**src/rtl/cpu_core_axi_master_if.sv**
```systemverilog
// AXI4-Lite bus bundle between the cpu_core_axi_master initiator and the
// memory/peripheral interconnect.
interface cpu_core_axi_master_if #(
  parameter int ADDR_W = 32,
  parameter int DATA_W = 32
);
  logic [ADDR_W-1:0]   awaddr;
  logic [2:0]          awprot;
  logic                awvalid;
  logic                awready;
  logic [DATA_W-1:0]   wdata;
  logic [DATA_W/8-1:0] wstrb;
  logic                wvalid;
  logic                wready;
  logic [1:0]          bresp;
  logic                bvalid;
  logic                bready;
  logic [ADDR_W-1:0]   araddr;
  logic [2:0]          arprot;
  logic                arvalid;
  logic                arready;
  logic [DATA_W-1:0]   rdata;
  logic [1:0]          rresp;
  logic                rvalid;
  logic                rready;

  modport master (
    output awaddr, awprot, awvalid, input awready,
    output wdata, wstrb, wvalid, input wready,
    input bresp, bvalid, output bready,
    output araddr, arprot, arvalid, input arready,
    input rdata, rresp, rvalid, output rready
  );

  modport slave (
    input awaddr, awprot, awvalid, output awready,
    input wdata, wstrb, wvalid, output wready,
    output bresp, bvalid, input bready,
    input araddr, arprot, arvalid, output arready,
    output rdata, rresp, rvalid, input rready
  );
endinterface

```
**src/rtl/cpu_core_axi_master.sv**
```systemverilog
// Single-outstanding AXI4-Lite initiator driven by the core's load/store port.
// Optional bus watchdog enabled by defining CPU_CORE_AXI_MASTER_TIMEOUT_EN.
module cpu_core_axi_master #(
  parameter int C_M_AXI_ADDR_WIDTH = 32,
  parameter int C_M_AXI_DATA_WIDTH = 32,
  parameter int TIMEOUT_CYCLES     = 1024
) (
  input  logic                            CCLK,
  input  logic                            CRST,
  input  logic                            MEM_REQ,
  input  logic                            MEM_WE,
  input  logic [C_M_AXI_ADDR_WIDTH-1:0]   MEM_ADDR,
  input  logic [C_M_AXI_DATA_WIDTH-1:0]   MEM_WDATA,
  input  logic [C_M_AXI_DATA_WIDTH/8-1:0] MEM_WSTRB,
  output logic                            MEM_BUSY,
  output logic                            MEM_DONE,
  output logic [C_M_AXI_DATA_WIDTH-1:0]   MEM_RDATA,
  output logic                            MEM_ERR,
  cpu_core_axi_master_if.master           m_axi
);

  if (C_M_AXI_DATA_WIDTH != 32 || TIMEOUT_CYCLES < 2) begin : g_bad_param
    $error("cpu_core_axi_master: data width must be 32 and TIMEOUT_CYCLES >= 2");
  end

  typedef enum logic [2:0] {IDLE, WRITE, WRESP, READ, RDATA, DONE} state_t;

  state_t                          state_q, state_d;
  logic [C_M_AXI_ADDR_WIDTH-1:0]   awaddr_q, awaddr_d, araddr_q, araddr_d;
  logic [C_M_AXI_DATA_WIDTH-1:0]   wdata_q, wdata_d, rdata_q, rdata_d;
  logic [C_M_AXI_DATA_WIDTH/8-1:0] wstrb_q, wstrb_d;
  logic awvalid_q, awvalid_d, wvalid_q, wvalid_d, bready_q, bready_d;
  logic arvalid_q, arvalid_d, rready_q, rready_d, err_q, err_d;

`ifdef CPU_CORE_AXI_MASTER_TIMEOUT_EN
  localparam int CNT_W = $clog2(TIMEOUT_CYCLES);
  logic [CNT_W-1:0] cnt_q, cnt_d;
`endif

  always_ff @(posedge CCLK or posedge CRST) begin
    if (CRST) begin
      state_q   <= IDLE;
      awaddr_q  <= '0;
      araddr_q  <= '0;
      wdata_q   <= '0;
      wstrb_q   <= '0;
      rdata_q   <= '0;
      awvalid_q <= 1'b0;
      wvalid_q  <= 1'b0;
      bready_q  <= 1'b0;
      arvalid_q <= 1'b0;
      rready_q  <= 1'b0;
      err_q     <= 1'b0;
`ifdef CPU_CORE_AXI_MASTER_TIMEOUT_EN
      cnt_q     <= '0;
`endif
    end else begin
      state_q   <= state_d;
      awaddr_q  <= awaddr_d;
      araddr_q  <= araddr_d;
      wdata_q   <= wdata_d;
      wstrb_q   <= wstrb_d;
      rdata_q   <= rdata_d;
      awvalid_q <= awvalid_d;
      wvalid_q  <= wvalid_d;
      bready_q  <= bready_d;
      arvalid_q <= arvalid_d;
      rready_q  <= rready_d;
      err_q     <= err_d;
`ifdef CPU_CORE_AXI_MASTER_TIMEOUT_EN
      cnt_q     <= cnt_d;
`endif
    end
  end

  // Every bus control output is a register, so the next-state logic also
  // computes the next value of each VALID/READY and payload register.
  always_comb begin
    state_d   = state_q;
    awaddr_d  = awaddr_q;
    araddr_d  = araddr_q;
    wdata_d   = wdata_q;
    wstrb_d   = wstrb_q;
    rdata_d   = rdata_q;
    awvalid_d = awvalid_q;
    wvalid_d  = wvalid_q;
    bready_d  = bready_q;
    arvalid_d = arvalid_q;
    rready_d  = rready_q;
    err_d     = err_q;

    case (state_q)
      IDLE: begin
        if (MEM_REQ) begin
          if (MEM_WE) begin
            awaddr_d  = MEM_ADDR;
            wdata_d   = MEM_WDATA;
            wstrb_d   = MEM_WSTRB;
            awvalid_d = 1'b1;
            wvalid_d  = 1'b1;
            state_d   = WRITE;
          end else begin
            araddr_d  = MEM_ADDR;
            arvalid_d = 1'b1;
            state_d   = READ;
          end
        end
      end
      WRITE: begin
        // AW and W complete independently; move on once neither is pending.
        awvalid_d = awvalid_q & ~m_axi.awready;
        wvalid_d  = wvalid_q & ~m_axi.wready;
        if (!awvalid_d && !wvalid_d) begin
          bready_d = 1'b1;
          state_d  = WRESP;
        end
      end
      WRESP: begin
        if (m_axi.bvalid && bready_q) begin
          err_d    = (m_axi.bresp != 2'b00);
          bready_d = 1'b0;
          state_d  = DONE;
        end
      end
      READ: begin
        if (arvalid_q && m_axi.arready) begin
          arvalid_d = 1'b0;
          rready_d  = 1'b1;
          state_d   = RDATA;
        end
      end
      RDATA: begin
        if (m_axi.rvalid && rready_q) begin
          rdata_d  = m_axi.rdata;
          err_d    = (m_axi.rresp != 2'b00);
          rready_d = 1'b0;
          state_d  = DONE;
        end
      end
      DONE:    state_d = IDLE;
      default: state_d = IDLE;
    endcase

`ifdef CPU_CORE_AXI_MASTER_TIMEOUT_EN
    cnt_d = (state_q == IDLE || state_q == DONE) ? '0 : cnt_q + 1'b1;
    // Watchdog abandons the bus outright, even in the middle of a handshake.
    if (state_q != IDLE && state_q != DONE && cnt_q == CNT_W'(TIMEOUT_CYCLES - 1)) begin
      awvalid_d = 1'b0;
      wvalid_d  = 1'b0;
      bready_d  = 1'b0;
      arvalid_d = 1'b0;
      rready_d  = 1'b0;
      err_d     = 1'b1;
      if (state_q == READ || state_q == RDATA)
        rdata_d = 32'hDEAD_BEEF;
      state_d   = DONE;
    end
`endif
  end

  assign MEM_BUSY  = (state_q != IDLE) && (state_q != DONE);
  assign MEM_DONE  = (state_q == DONE);
  assign MEM_RDATA = rdata_q;
  assign MEM_ERR   = err_q;

  assign m_axi.awaddr  = awaddr_q;
  assign m_axi.awprot  = 3'b000;
  assign m_axi.awvalid = awvalid_q;
  assign m_axi.wdata   = wdata_q;
  assign m_axi.wstrb   = wstrb_q;
  assign m_axi.wvalid  = wvalid_q;
  assign m_axi.bready  = bready_q;
  assign m_axi.araddr  = araddr_q;
  assign m_axi.arprot  = 3'b000;
  assign m_axi.arvalid = arvalid_q;
  assign m_axi.rready  = rready_q;

endmodule

```
**src/flat_wrapper.sv**
```systemverilog
// flat-port wrapper written by rule: the top's interface ports become plain ports
module cpu_core_axi_master_flat 
#(
  parameter int C_M_AXI_ADDR_WIDTH = 32,
  parameter int C_M_AXI_DATA_WIDTH = 32,
  parameter int TIMEOUT_CYCLES     = 1024
)
  (CCLK, CRST, MEM_REQ, MEM_WE, MEM_ADDR, MEM_WDATA, MEM_WSTRB, MEM_BUSY, MEM_DONE, MEM_RDATA, MEM_ERR, m_axi_awaddr, m_axi_awprot, m_axi_awvalid, m_axi_awready, m_axi_wdata, m_axi_wstrb, m_axi_wvalid, m_axi_wready, m_axi_bresp, m_axi_bvalid, m_axi_bready, m_axi_araddr, m_axi_arprot, m_axi_arvalid, m_axi_arready, m_axi_rdata, m_axi_rresp, m_axi_rvalid, m_axi_rready);
  cpu_core_axi_master_if #(.ADDR_W(32), .DATA_W(32)) m_axi_i ();
  input  logic CCLK;
  input  logic CRST;
  input  logic MEM_REQ;
  input  logic MEM_WE;
  input  logic [C_M_AXI_ADDR_WIDTH-1:0] MEM_ADDR;
  input  logic [C_M_AXI_DATA_WIDTH-1:0] MEM_WDATA;
  input  logic [C_M_AXI_DATA_WIDTH/8-1:0] MEM_WSTRB;
  output logic MEM_BUSY;
  output logic MEM_DONE;
  output logic [C_M_AXI_DATA_WIDTH-1:0] MEM_RDATA;
  output logic MEM_ERR;
  output wire logic [$bits(m_axi_i.awaddr)-1:0] m_axi_awaddr;
  output wire logic [$bits(m_axi_i.awprot)-1:0] m_axi_awprot;
  output wire logic [$bits(m_axi_i.awvalid)-1:0] m_axi_awvalid;
  input wire logic [$bits(m_axi_i.awready)-1:0] m_axi_awready;
  output wire logic [$bits(m_axi_i.wdata)-1:0] m_axi_wdata;
  output wire logic [$bits(m_axi_i.wstrb)-1:0] m_axi_wstrb;
  output wire logic [$bits(m_axi_i.wvalid)-1:0] m_axi_wvalid;
  input wire logic [$bits(m_axi_i.wready)-1:0] m_axi_wready;
  input wire logic [$bits(m_axi_i.bresp)-1:0] m_axi_bresp;
  input wire logic [$bits(m_axi_i.bvalid)-1:0] m_axi_bvalid;
  output wire logic [$bits(m_axi_i.bready)-1:0] m_axi_bready;
  output wire logic [$bits(m_axi_i.araddr)-1:0] m_axi_araddr;
  output wire logic [$bits(m_axi_i.arprot)-1:0] m_axi_arprot;
  output wire logic [$bits(m_axi_i.arvalid)-1:0] m_axi_arvalid;
  input wire logic [$bits(m_axi_i.arready)-1:0] m_axi_arready;
  input wire logic [$bits(m_axi_i.rdata)-1:0] m_axi_rdata;
  input wire logic [$bits(m_axi_i.rresp)-1:0] m_axi_rresp;
  input wire logic [$bits(m_axi_i.rvalid)-1:0] m_axi_rvalid;
  output wire logic [$bits(m_axi_i.rready)-1:0] m_axi_rready;
  assign m_axi_awaddr = m_axi_i.awaddr;
  assign m_axi_awprot = m_axi_i.awprot;
  assign m_axi_awvalid = m_axi_i.awvalid;
  assign m_axi_i.awready = m_axi_awready;
  assign m_axi_wdata = m_axi_i.wdata;
  assign m_axi_wstrb = m_axi_i.wstrb;
  assign m_axi_wvalid = m_axi_i.wvalid;
  assign m_axi_i.wready = m_axi_wready;
  assign m_axi_i.bresp = m_axi_bresp;
  assign m_axi_i.bvalid = m_axi_bvalid;
  assign m_axi_bready = m_axi_i.bready;
  assign m_axi_araddr = m_axi_i.araddr;
  assign m_axi_arprot = m_axi_i.arprot;
  assign m_axi_arvalid = m_axi_i.arvalid;
  assign m_axi_i.arready = m_axi_arready;
  assign m_axi_i.rdata = m_axi_rdata;
  assign m_axi_i.rresp = m_axi_rresp;
  assign m_axi_i.rvalid = m_axi_rvalid;
  assign m_axi_rready = m_axi_i.rready;
  cpu_core_axi_master #(.C_M_AXI_ADDR_WIDTH(C_M_AXI_ADDR_WIDTH), .C_M_AXI_DATA_WIDTH(C_M_AXI_DATA_WIDTH), .TIMEOUT_CYCLES(TIMEOUT_CYCLES)) u_core (.CCLK(CCLK), .CRST(CRST), .MEM_REQ(MEM_REQ), .MEM_WE(MEM_WE), .MEM_ADDR(MEM_ADDR), .MEM_WDATA(MEM_WDATA), .MEM_WSTRB(MEM_WSTRB), .MEM_BUSY(MEM_BUSY), .MEM_DONE(MEM_DONE), .MEM_RDATA(MEM_RDATA), .MEM_ERR(MEM_ERR), .m_axi(m_axi_i));
endmodule
```
**config.mk**
```make
export PLATFORM = sky130hd
export DESIGN_NAME = cpu_core_axi_master_flat
export DESIGN_NICKNAME = d
export VERILOG_FILES = /design/src/rtl/cpu_core_axi_master_if.sv /design/src/rtl/cpu_core_axi_master.sv /design/src/flat_wrapper.sv
export SDC_FILE = /design/constraint.sdc
export NUM_CORES = 1
export LEC_CHECK = 0
export BUFFER_PORTS_ARGS = -buffer_cell sky130_fd_sc_hd__buf_2
export CAP_MARGIN = 20
export CORE_MARGIN = 4
export CORE_UTILIZATION = 35
export CTS_CLUSTER_DIAMETER = 60
export DETAILED_ROUTE_END_ITERATION = 7
export PLACE_DENSITY = 0.75
export SYNTH_ARGS = -nofsm -noshare
export SYNTH_HDL_FRONTEND = slang
export SYNTH_SLANG_ARGS = --single-unit
```
**constraint.sdc**
```tcl
create_clock -name CCLK -period 8.2 [get_ports CCLK]
set_input_delay 1.64 -clock CCLK [delete_from_list [all_inputs] [get_ports CCLK]]
set_output_delay 1.64 -clock CCLK [all_outputs]
set_load 0.02 [all_outputs]
```
==> results of run 1 <==
-- layout make-up --
type / instances / area, sq um
Clock inverter: 11 / 116
Inverter: 7 / 31.3
Clock buffer: 21 / 470
Tap cell: 211 / 264
Sequential cell: 141 / 3530
Multi-Input combinational cell: 183 / 1810
Timing Repair Buffer: 256 / 1310
Fill cell: 1362 / 7840
-- worst max-delay path by stage --
stage / start / to / depth (start not counted)
4_1_cts: u_core.state_q[2] / MEM_DONE / 3
5_1_grt: u_core.state_q[2] / MEM_DONE / 3
3_5_place_dp: CRST / u_core.m_axi.wstrb[2] / 3
6_report: u_core.state_q[2] / MEM_DONE / 3
3_3_place_gp: CRST / u_core.m_axi.araddr[25] / 3
2_1_floorplan: CRST / u_core.MEM_ERR / 1
-- cell usage in the layout, fill, tap and decap left out, drive strengths merged, types with 2 or more instances in the layout --
cell and count:
nor2 5, clkbuf 21, a31oi 2, dfrtp 141, nand2b 2, buf 256, nor2b 3, conb 6
bufinv 2, mux2 133, nor3 2, nand2 5, a21oi 7, clkinv 9, nand3 5, inv 7
a32oi 2
-- cell families after synthesis --
logic type             after synthesis  share of synthesized area, %
AO/OA/AOI/OAI                       17                          2.05
XOR/XNOR                             1                         0.158
buffers and inverters               31                          4.35
flip-flops                         141                          63.6
multiplexers                       133                          27.0
other                                1                        0.0676
AND/OR/NAND/NOR                     26                          2.80
-- registers in the layout (all words and copies together), names as in the netlist, 3 cells and up --
| register | count |
|---|---|
| u_core.MEM_RDATA | 32 |
| u_core.m_axi.araddr | 32 |
| u_core.m_axi.awaddr | 32 |
| u_core.m_axi.wdata | 32 |
| u_core.m_axi.wstrb | 4 |
| u_core.state_q | 3 |
-- worst max-delay path, cell delays in order (launching register included) --
cell and delay [ns]:
dfrtp_1 0.57, nor2b_1 0.40, and2_1 0.18, buf_2 0.16
-- stage by stage --
stage / cell area, sq um / utilization (%)
floorplan: 5570 / -
global placement: 6920 / 45.0
detailed placement: 6920 / 45.0
CTS: 7500 / 48.8
global route: 7530 / 49.0
finish: 7530 / 49.0
-- per-layer routing --
layer | up-vias | GRT usage [%] | part of all wire (%)
li1 | 1732 | - | -
met1 | 1874 | 16.5 | 38
met2 | 172 | 25.2 | 50
met3 | 19 | 6.60 | 9.8
met4 | 2 | 4.97 | 1.6
met5 | - | 0 | 0.099
-- power groups by stage --
stage,registers (mW),logic [mW],clock network [mW]
floorplan,1.56,0.443,0
global placement,1.20,1.22,0
detailed placement,1.21,1.25,0
CTS,1.21,1.25,0.775
global route,1.25,1.32,0.812
finish,1.21,1.23,0.752
==> implementation parameters, run 1 <==
Parameter                              Value

Run status
  Status    complete, no violations

Global routing
  Number of global-route vias before repair    4230
  Initial antenna violation count    1
  Wire length of the first global-routing pass    21300 um
  Remaining global-route overflow    0
  Largest net degree at the start of global routing    79
  Total Routing Usage GR    14.8%

Floorplan
  Floorplan Core Area    15400 sq um
  Effective utilization at floorplan    36.1%
  Number of placement rows    45
  Die extent in y    134 um
  Die Area    17900 sq um
  Chip width    134 um
  Boundary pin count    259

Yosys
  Synthesis-stage register bit count    141
  Share of the yosys chip area belonging to registers    63.6%
  Post-synthesis cell type with the largest combined area    dfrtp_1
  Dominant cells by area after synthesis    dfrtp_1, mux2_2, buf_6
  Top cell type's share of synthesized area    63.6%
  Post-Syn Instances    350
  Main flop type after synthesis    dfrtp_1
  Number of enable-type register cells in the synthesized netlist    0
  Post-synth cell types    30
  Count of synthesis-stage warnings from yosys    0
  Syn Area/Cell    15.9 sq um
  Synth async-reset ratio    100%
  Commonest cells in the netlist    dfrtp_1, mux2_2, buf_4, buf_6
  Leading cell type by number of instances after synthesis    dfrtp_1
  Mapped cell area    5550 sq um

Timing
  Final clock skew    0.00643 ns
  Share of the clock period used by the worst path after layout    40.9%
  Summed negative setup slack over all endpoints    0 ns
  RSZ-0062 raised after global routing    no
  Minimum clock period after layout    3.35 ns
  Final hold violation count    0
  Number of setup violations in the final report    0
  Transition time of the tightest slew-check pin    0.963 ns
  Hold Worst Slack    0.498 ns
  Slew headroom    35.8%
  Final max-slew violation count    0
  Minimum setup slack in the final design    4.85 ns
  Highest achievable clock rate    298 MHz

Clocking
  Setup Fix Bufs, Post-CTS    0
  Insertion delay of the later-clocked pin in the worst-skew pair    0.41 ns
  CTS sink count    141
  Number of buffers inserted during clock tree synthesis    17
  CTS tree    done
  Post-CTS Hold Fix Bufs    0
  Clock transition time at the flip-flop clock pins of the worst setup and hold paths    0.06 ns
  Worst-case clock buffer depth    2
  Resized cells post-CTS    0
  Max H-tree Level    4
  Root cell of the clock tree    clkbuf_16

Setup path
  Arrival time reported for the critical path endpoint    1.71 ns
  R2R Setup Slk    5.93 ns
  Worst Setup Path Type    reg2out
  Max FO, Critical Path    10
  Reg2reg start    u_core.state_q[0]
  Category of the worst setup path launch point    flip-flop
  Worst reg2reg path endpoint    u_core.m_axi.wdata[3]
  R2R depth    3
  Required arrival time at the worst endpoint    6.56 ns
  CP endpoint kind    output pin

Hold path
  Endpoint of the worst hold path    u_core.m_axi.araddr[7]
  Min-Delay Startpoint    u_core.m_axi.araddr[7]
  WHS Path Cells    1
  Class of the tightest hold or removal check    reg2reg

Detailed routing
  Average via count per standard cell    4.58
  Remaining antenna violation count after routing    0
  Initial DRC Count    123
  Final routed DRC violation total    0
  Detailed-route wire length    13200 um
  Detailed-route wire length per cell    15.8 um
  Via count    3799
  Iteration count of the initial detailed-routing pass    4

Power
  Total leakage power    3.87 nW
  Proportion of power drawn by the clock network    23.6%
  Power, Total    3.19 mW
  Switching part of the total power    37.3%
  Sequential share of power    37.8%
  NetSw    1.19 mW
  Combinational group share of total power    38.6%
  Total power density per cell area    424 nW/um^2
  Internal power consumption    2.00 mW
  Max IR drop VDD    0.000204 V

Layout
  Fraction of final layout cells with drive strength greater than 1    68.5%
  Layout Nets    719
  Antenna diode count    0
  Layout Area Growth over Synthesis    35.7%
  Non-filler instance count after layout    830

Placement
  Final Wtd Congestion    0.716
  DP HPWL    9680 um
  Number of I/O port buffers    252
  Setup Slack @ Placement    4.95 ns
  Placed Cells incl. Taps    797

Flow run
  Max capacitance violation total    0
Note: power is estimated with default switching activity, not from simulation.
==> run 2, diff against run 1 <==
- clock period: 8.2 -> 3.3 ns (I/O delays scaled with it)
==> run 2 against run 1 <==
Net effect:
- sequential power increased by 150%
- first-iteration DRC count fell by 5.7%
- power grew 150%
- clock power rose to 2.5 times the previous value
- critical path depth did not move
- clock skew about the same
- cell count down 0.12%
- via count down 1.1%
- die area did not move
- global-route usage rose by 0.14 points
- highest routed layer unchanged
==> implementation parameters, run 2 (synthesis results as in run 1) <==
Parameter                              Value

Detailed routing
  Final routed DRC violation total    0 (unchanged)
  Average via count per standard cell    4.53 (was 4.58)
  Detailed-route wire length    13200 um (about the same)
  Iteration count of the initial detailed-routing pass    4 (unchanged)
  Initial DRC Count    116 (was 123)
  Detailed-route wire length per cell    15.9 um (was 15.8 um)
  Via count    3756 (was 3799)
  Remaining antenna violation count after routing    0 (unchanged)

Setup path
  Required arrival time at the worst endpoint    2.64 ns (was 6.56 ns)
  Worst reg2reg path endpoint    u_core.m_axi.wdata[4] (was u_core.m_axi.wdata[3])
  Worst Setup Path Type    reg2out (unchanged)
  Category of the worst setup path launch point    flip-flop (unchanged)
  R2R Setup Slk    1.05 ns (was 5.93 ns)
  Crit path from    u_core.state_q[2] (unchanged)
  R2R depth    3 (unchanged)
  Arrival time reported for the critical path endpoint    1.69 ns (was 1.71 ns)
  CP endpoint kind    output pin (unchanged)
  CP endpoint    MEM_DONE (unchanged)
  Reg2reg start    u_core.state_q[0] (unchanged)
  Max FO, Critical Path    10 (unchanged)

Clocking
  CTS sink count    141 (unchanged)
  Post-CTS Hold Fix Bufs    0 (unchanged)
  Worst-case clock buffer depth    2 (unchanged)
  Max H-tree Level    4 (unchanged)
  Root cell of the clock tree    clkbuf_16 (unchanged)
  Clock transition time at the flip-flop clock pins of the worst setup and hold paths    0.06 ns (about the same)
  Setup Fix Bufs, Post-CTS    0 (unchanged)
  Number of buffers inserted during clock tree synthesis    17 (unchanged)
  Resized cells post-CTS    0 (unchanged)
  CTS tree    done (unchanged)
  Insertion delay of the later-clocked pin in the worst-skew pair    0.40 ns (was 0.41 ns)

Placement
  Final Wtd Congestion    0.775 (was 0.716)
  DP HPWL    9680 um (about the same)
  Setup Slack @ Placement    1.01 ns (was 4.95 ns)
  Number of I/O port buffers    252 (unchanged)

Timing
  RSZ-0062 raised after global routing    no (unchanged)
  Summed negative setup slack over all endpoints    0 ns (unchanged)
  Minimum clock period after layout    2.35 ns
  Highest achievable clock rate    425 MHz
  Share of the clock period used by the worst path after layout    71.2%
  Number of setup violations in the final report    0 (unchanged)
  Slew headroom    35.7% (was 35.8%)
  Transition time of the tightest slew-check pin    0.964 ns (was 0.963 ns)
  Final max-slew violation count    0 (unchanged)
  Minimum setup slack in the final design    0.949 ns (was 4.85 ns)
  Final clock skew    0.00633 ns (was 0.00643 ns)
  Final hold violation count    0 (unchanged)

Global routing
  Number of global-route vias before repair    4050 (was 4230)
  Remaining global-route overflow    0 (unchanged)
  Total Routing Usage GR    14.9% (was 14.8%)
  Largest net degree at the start of global routing    142 (was 79)
  Initial antenna violation count    1 (unchanged)
  Wire length of the first global-routing pass    21200 um (was 21300 um)

Floorplan
  Number of placement rows    45 (unchanged)
  Die Area    17900 sq um (unchanged)
  Die extent in y    134 um (unchanged)
  Effective utilization at floorplan    36.1% (unchanged)
  Chip width    134 um (unchanged)
  Boundary pin count    259 (unchanged)
  Floorplan Core Area    15400 sq um (unchanged)

Power
  Total leakage power    3.84 nW (was 3.87 nW)
  Total power density per cell area    1060 nW/um^2 (was 424 nW/um^2)
  Max IR drop VDD    0.000478 V (was 0.000204 V)

Layout
  Layout Area Growth over Synthesis    35.8% (was 35.7%)
  Layout Nets    718 (was 719)
  Fill cell count    1369 (was 1362)
  Commonest non-fill, non-tap cells in the layout    buf_2, dfrtp_1, mux2_2 (unchanged)
  Total area of sequential cells    3530 sq um (unchanged)
  Fraction of final layout cells with drive strength greater than 1    68.4% (was 68.5%)
  Most common cell after layout, fill and taps aside    buf_2 (unchanged)
  Antenna diode count    0 (unchanged)
  Multi-input gate area    1810 sq um (unchanged)

Flow run
  Max capacitance violation total    0 (unchanged)

Run status
  Status    complete, no violations (unchanged)

Hold path
  Class of the tightest hold or removal check    in2async (was reg2reg)
run 2: cell types whose count changed in the layout (fill, tap and decap cells not counted), sizes merged:
cell      before  now
buf          256  255
bufinv         2    3
clkbuf        21   18
clkinv         9    4
clkinvlp       0    5
inv            7    9
run 2: worst min-delay path by stage:
| stage | end | slack (ns) | start |
|---|---|---|---|
| CTS | u_core.m_axi.wdata[13] | 0.46 | MEM_WDATA[13] |
| floorplan | u_core.state_q[0] | 0.62 | u_core.state_q[0] |
| global placement | u_core.m_axi.wdata[25] | 0.48 | u_core.m_axi.wdata[25] |
| finish | u_core.m_axi.wdata[2] | 0.47 | CRST |
| detailed placement | u_core.m_axi.wdata[9] | 0.49 | u_core.m_axi.wdata[9] |
| global route | u_core.m_axi.wstrb[0] | 0.45 | MEM_WSTRB[0] |
run 2: where the power goes:
part           total (mW)  leakage, nW  internal (mW)  switching (mW)
Combinational        3.08         1.81           1.29            1.79
Clock                1.91        0.283           1.19           0.718
Sequential           2.98         1.75           2.52           0.462
run 2: critical path, cell delays in order, from the launching register on:
cell and delay [ns]:
dfrtp_1 0.57, nor2b_1 0.37, and2_1 0.18, buf_2 0.16
run 2: layout make-up:
class | instances | area share, %
Tap cell | 211 | 3.50
Clock buffer | 18 | 5.69
Sequential cell | 141 | 46.8
Clock inverter | 14 | 2.21
Inverter | 7 | 0.398
Timing Repair Buffer | 255 | 17.4
Multi-Input combinational cell | 183 | 24.0
run 2: stage by stage:
stage | utilization, % | hold WS, ns | cells | instance area, sq um | total power [mW]
6_report | 49.0 | 0.470 | 829 | 7540 | 7.97
5_1_grt | 49.0 | 0.455 | 829 | 7540 | 8.44
4_1_cts | 49.0 | 0.459 | 829 | 7540 | 8.09
3_5_place_dp | 45.2 | 0.487 | 797 | 6940 | 6.13
3_3_place_gp | 45.2 | 0.482 | 797 | 6940 | 6.01
2_1_floorplan | - | 0.621 | 355 | 5570 | 4.99
run 2: metal layers:
layer / GRT usage, % / share of wire [%]
met5: 0 / 0.091
met4: 4.29 / 1.1
met3: 5.70 / 8.3
met2: 25.6 / 51
met1: 17.5 / 39
